[config.mk]
export PLATFORM = sky130hd
export DESIGN_NAME = ctrl_interrup
export DESIGN_NICKNAME = d
export VERILOG_FILES = /design/src/rtl/ctrl_interrup.sv
export SDC_FILE = /design/constraint.sdc
export NUM_CORES = 1
export LEC_CHECK = 0
export BUFFER_PORTS_ARGS = -buffer_cell sky130_fd_sc_hd__buf_2
export CORE_ASPECT_RATIO = 1.25
export CORE_MARGIN = 2
export CORE_UTILIZATION = 25
export DETAILED_ROUTE_END_ITERATION = 10
export SLEW_MARGIN = 20
export SYNTH_ARGS = -nofsm -noshare
export SYNTH_HDL_FRONTEND = slang
export SYNTH_SLANG_ARGS = --single-unit
[constraint.sdc]
create_clock -name clk -period 3.2 [get_ports clk]
set_input_delay 0.96 -clock clk [delete_from_list [all_inputs] [get_ports clk]]
set_output_delay 0.96 -clock clk [all_outputs]
set_load 0.005 [all_outputs]
[src/rtl/ctrl_interrup.sv]
// Interrupt controller: sync + edge-detect irq lines, fixed-priority dispatch, one-cycle s_interrup pulse and vector to the CPU.
// Optional TIMER_IRQ_EN adds a periodic tick on source N_SRC-1; irq edge to s_interrup is 4 cycles, no nesting.
module ctrl_interrup #(
  parameter int              N_SRC        = 4,
  parameter int              PC_W         = 10,
  parameter logic [PC_W-1:0] VEC_BASE     = 10'h3C0,
  parameter int              VEC_STRIDE   = 4,
  parameter int              TIMER_PERIOD = 1000
) (
  input  logic             clk,
  input  logic             reset,
  input  logic [N_SRC-1:0] irq,
  input  logic [N_SRC-1:0] irq_mask,
  input  logic             finInterrup,
  output logic             s_interrup,
  output logic [PC_W-1:0]  vector,
  output logic             busy,
  output logic [N_SRC-1:0] pending,
  output logic [2:0]       in_service
);

  typedef enum logic [1:0] {IDLE, REQ, SERVICE, DONE} state_t;

  state_t           r_state;
  state_t           w_state_nxt;
  logic [N_SRC-1:0] r_s1, r_s2, r_s3;
  logic [N_SRC-1:0] r_pending;
  logic [N_SRC-1:0] w_edge;
  logic [N_SRC-1:0] w_cand;
  logic [N_SRC-1:0] w_clr;
  logic [2:0]       w_winner;
  logic             w_any;
  logic [PC_W-1:0]  w_vec;
  logic             w_tick;
  logic [2:0]       r_in_service;
  logic [PC_W-1:0]  r_vector;
  logic             r_s_interrup;
  logic             r_busy;

`ifdef TIMER_IRQ_EN
  localparam int TMR_W = (TIMER_PERIOD > 1) ? $clog2(TIMER_PERIOD) : 1;
  logic [TMR_W-1:0] r_tmr_cnt;

  assign w_tick = (r_tmr_cnt == TMR_W'(TIMER_PERIOD - 1));

  always_ff @(posedge clk or posedge reset) begin
    if (reset) begin
      r_tmr_cnt <= '0;
    end else if (w_tick) begin
      r_tmr_cnt <= '0;
    end else begin
      r_tmr_cnt <= r_tmr_cnt + 1'b1;
    end
  end
`else
  assign w_tick = 1'b0;
`endif

  always_ff @(posedge clk or posedge reset) begin
    if (reset) begin
      r_s1 <= '0;
      r_s2 <= '0;
      r_s3 <= '0;
    end else begin
      r_s1 <= irq;
      r_s2 <= r_s1;
      r_s3 <= r_s2;
    end
  end

  // The timer tick skips the synchroniser: it is already in the clk domain.
  always_comb begin
    w_edge           = r_s2 & ~r_s3;
    w_edge[N_SRC-1]  = w_edge[N_SRC-1] | w_tick;
  end

  assign w_cand = r_pending & irq_mask;
  assign w_any  = |w_cand;

  always_comb begin
    w_winner = '0;
    for (int i = N_SRC - 1; i >= 0; i--) begin
      if (w_cand[i]) w_winner = 3'(i);
    end
  end

  assign w_vec = VEC_BASE + PC_W'(VEC_STRIDE) * PC_W'(w_winner);

  always_comb begin
    for (int i = 0; i < N_SRC; i++) begin
      w_clr[i] = (r_state == DONE) && (r_in_service == 3'(i));
    end
  end

  always_comb begin
    w_state_nxt = r_state;
    case (r_state)
      IDLE:    if (w_any) w_state_nxt = REQ;
      REQ:     w_state_nxt = SERVICE;
      SERVICE: if (finInterrup) w_state_nxt = DONE;
      DONE:    w_state_nxt = IDLE;
      default: w_state_nxt = IDLE;
    endcase
  end

  // Set after clear so a new edge landing on the DONE cycle is not lost.
  always_ff @(posedge clk or posedge reset) begin
    if (reset) begin
      r_state      <= IDLE;
      r_pending    <= '0;
      r_in_service <= '0;
      r_vector     <= VEC_BASE;
      r_s_interrup <= 1'b0;
      r_busy       <= 1'b0;
    end else begin
      r_state      <= w_state_nxt;
      r_pending    <= (r_pending & ~w_clr) | w_edge;
      r_s_interrup <= (w_state_nxt == REQ);
      r_busy       <= (w_state_nxt != IDLE);
      if (r_state == IDLE && w_any) begin
        r_in_service <= w_winner;
        r_vector     <= w_vec;
      end
    end
  end

  assign s_interrup = r_s_interrup;
  assign busy       = r_busy;
  assign pending    = r_pending;
  assign in_service = r_in_service;
  assign vector     = r_vector;

endmodule

Word level (Yosys, flattened, before mapping)

Cells that the tools add are included.

Bits in registers: 33
Input bits: 11
Output and inout bits: 19
Logic and storage cells: 39

Add/subtract/negate cells: 1
Eq/ne operators: 7
Multiplexer cells: 7
Bitwise gates (word level): 6
Reduce and logical (&&, ||, !) cells: 9

Operators with widths:

| cell                                                 | count |
|---|---|
| AND 4 bit                                            | 3 |
| two-way mux 3 bit                                    | 3 |
| adder 7 x 6 -> 8 bit (first input constant)          | 1 |
| NOT 4 bit                                            | 2 |
| case mux 2 bit (4 select lines)                      | 1 |
| equality test 3 x 2 -> 1 bit (second input constant) | 2 |
| two-way mux 2 bit                                    | 3 |
| logical AND 1 bit                                    | 5 |
| equality test 2 x 1 -> 1 bit (second input constant) | 2 |
| equality test 2 bit (second input constant)          | 2 |
| bitwise OR 4 bit                                     | 1 |
| OR reduction 4 bit                                   | 1 |
| equality test 3 x 1 -> 1 bit (second input constant) | 1 |
| zero test 3 bit                                      | 1 |
| zero test 2 bit                                      | 1 |
| nonzero test 2 bit                                   | 1 |

Depth between registers and ports, before layout

Word-level depth: 6
Gate-level depth with buffers: 5
Depth with buffers taken out: 5

Worst setup path before layout

Ideal clock, no wire load.

Kind: input -> register
From: input irq_mask[2]
To: register r_busy (netlist: busy)
Library setup time: 0.128 ns
Arrival: 1.544 ns
Data required time: 3.072 ns
Path slack: 1.527 ns
Cell stages on the path: 3
Path buffers: 0
Path through: a22o_1 o32ai_2 nand2b_1

Longest elaborated chain between the ends: 5

RTL lines:

| what                            | RTL line | RTL |
|---|---|---|
| from (decl)                     | 13       | `input logic [N_SRC-1:0] irq_mask,` |
| AND 4 bit                       | 77       | `assign w_cand = r_pending & irq_mask;` |
| OR reduction 4 bit              | 78       | `assign w_any = \|w_cand;` |
| two-way mux 2 bit               | 98       | `IDLE: if (w_any) w_state_nxt = REQ;` |
| case mux 2 bit (4 select lines) | 97       | `case (r_state)` |
| nonzero test 2 bit              | 119      | `r_busy <= (w_state_nxt != IDLE);` |
| to (signal assigned)            | 119      |  |
| to (decl)                       | 38       | `logic r_busy;` |

Every way passes these cells.
A chain may end at the register's enable or synchronous reset.

Worst setup path in the final report

From: register r_pending[1] (netlist: pending[1])
To: output pending[1]

RTL lines:

| what                   | RTL line | RTL |
|---|---|---|
| from (decl)            | 27       | `logic [N_SRC-1:0] r_pending;` |
| from (signal assigned) | 117      | `r_pending <= (r_pending & ~w_clr) \| w_edge;` |
| to (decl)              | 18       | `output logic [N_SRC-1:0] pending,` |

No word-level cell between the ends.

==> impl_metrics.tcl <==
set metrics [dict create \
    finalHoldViolCount 0 \
    cts_repair_resize_count 0 \
    worstPathCellList "buf_2" \
    hold_buffers 0 \
    port_buffers 20 \
    cp_data_required_time_ns 2.24 \
    synthCells 72 \
    rsz0062_at_grt "false" \
    worstSetupPathType "flip-flop to output port" \
    synth.top_cells.by_count "22 x dfrtp_1, 11 x buf_4, 9 x inv_1" \
    wl_per_cell_um 10.2 \
    p_leak_nw 0.507 \
    setup-tns-final_ns 0 \
    drive_gt1_share_pct 27.2 \
    io_pins 30 \
    h-tree-depth 1 \
    vias 541 \
    status "finished, final reports clean" \
    synth-seq-cells 22 \
    drv_cap 0 \
    worst_hold_slack_ns 0.350 \
    drt_wl_total_um 1340 \
    ctsLongestPathBuffers 2 \
    via_per_inst 4.13 \
    critPathTopFamily "flip-flops" \
    coreArea_mm2 0.00342 \
    async_flop_share_pct 100 \
    track_usage_pct 7.65 \
    timing.final.crit_period_ns 1.79 \
    overflow 0 \
    drc 0 \
    worstMarginPinSlew_ns 0.802 \
    synth_area_leaders "dfrtp_1 63%, buf_4 9.4%, ha_1 5.7%" \
    cts-root-buf "clkbuf_8" \
    ys_types 15 \
    gp_congestion 0.784 \
    slew_headroom_pct 46.5 \
    critPathBufInv 1 \
    cts.sinks 22 \
    cts_setup_buffers 0 \
    clock_latency_ns 0.26 \
    synth_edf_count 0 \
    critPathMaxStageDelay_ns 0.43 \
    powerDensity_mw_per_mm2 824 \
    setup_viol 0 \
    fin_util_pct 29.9 \
    yosysTopAreaCellShare_pct 62.9 \
    grt_pass1_wl_um 2350 \
    num_rows 24 \
    setup_ws_ns 1.41 \
    avgSynthCellArea_um2 12.1 \
    grt_max_degree 23 \
    synthFlopType "dfrtp_1" \
    antenna_found_initial 0 \
    critPathLaunchType "flip-flop" \
    die_h_um 70.1 \
    cp_max_fo 5 \
    period_share_pct 55.9 \
    dp_hpwl_um 1020 \
    cts_tree "built" \
    netlist_area_um2 875 \
    cts_buffers 3 \
    fp.dieW_um 56.9 \
    cp.arrival_ns 0.83 \
    dieArea_mm2 0.00399 \
    synth.yosys.seq_area_share_pct 62.9 \
    end_kind "output port" \
    initial_core_util_pct 25.5 \
    vdd_drop_max_v 0.000343 \
    synth_warnings 0 \
    drtAntennaViolNets 0 \
    fin_skew_ns 0.00480 \
    grt_pass1_vias 530 \
    slowest_stage "dfrtp_1" \
    dr.pass1.iters 4 \
    antenna_cells 0 \
    yosysTopAreaCell "dfrtp_1" \
    slew_violations 0 \
    drt_iter0_drc 17 \
    clk_pin_slew_ns 0.07 \
    syn2layout_area_growth_pct 16.9 \
    min_path_type "flip-flop to flip-flop" \
    nets 108 \
    fmax_ghz 0.559 \
    yosys.cell_count.top_type "dfrtp_1" \
    dp_slack_ns 1.34 \
]
## flip-flops by register name (all words and copies together) (netlist names)
register and cells:
busy 1, in_service 2, pending 4, r_s1 4, r_s2 4, r_s3 4, r_state 2, s_interrup 1
## per-stage QoR
stage          instance area [um^2]  power (mW)  cells
3_5_place_dp                    967       0.661    127
5_1_grt                        1020       0.911    131
4_1_cts                        1020       0.860    131
3_3_place_gp                    967       0.653    127
6_report                       1020       0.842    131
2_1_floorplan                   901       0.580     79
## cell families after synthesis
kind of cell | synth area share [%]
flops | 62.9
buf+inv | 13.3
compound gates | 13.7
simple gates | 3.43
fa+ha+maj | 5.72
other cells | 0.859
## per-layer routing
metal	track usage, %	vias up	share of wire [%]
li1	-	254	-
met1	9.56	259	41
met2	12.3	28	50
met3	3.33	0	9.1
met4	1.55	0	0
met5	0	-	0
## layout make-up
class	instances	area, um^2
multi-input combinational	37	234
clock buffer	4	55.1
timing repair buffer	20	100
tap	39	48.8
fill	363	2400
inverter	9	33.8
sequential	22	551
## final timing paths
check / startpoint / to / slack [ns] / depth (start not counted)
max: pending[1] / pending[1] / 1.41 / 1
min: r_s1[1] / r_s2[1] / 0.35 / 0
max reg2reg: r_state[0] / busy / 1.91 / 5
min reg2reg: r_s1[1] / r_s2[1] / 0.35 / 0
max in group asynchronous: reset / r_s2[2] / 1.85 / 2
min in group asynchronous: reset / busy / 0.85 / 2
## power breakdown
group / total [mW] / internal [mW] / leakage (nW) / switching [mW]
combinational: 0.252 / 0.122 / 0.230 / 0.129
sequential: 0.400 / 0.345 / 0.249 / 0.0555
clock: 0.190 / 0.109 / 0.0288 / 0.0811
total: 0.842 / 0.577 / 0.507 / 0.266
## layout by cell type, fill, tap and decap left out, drive strengths merged
master	netlist	layout
dfrtp	22	22
o32ai	1	1
clkbuf	0	4
o21ai	8	8
ha	4	4
a32o	1	1
a22o	3	3
nand2b	3	3
o21a	1	1
nand2	2	2
nor2	1	1
inv	9	9
a21oi	4	4
buf	11	20
conb	2	9
(Power assumes the default switching activity.)
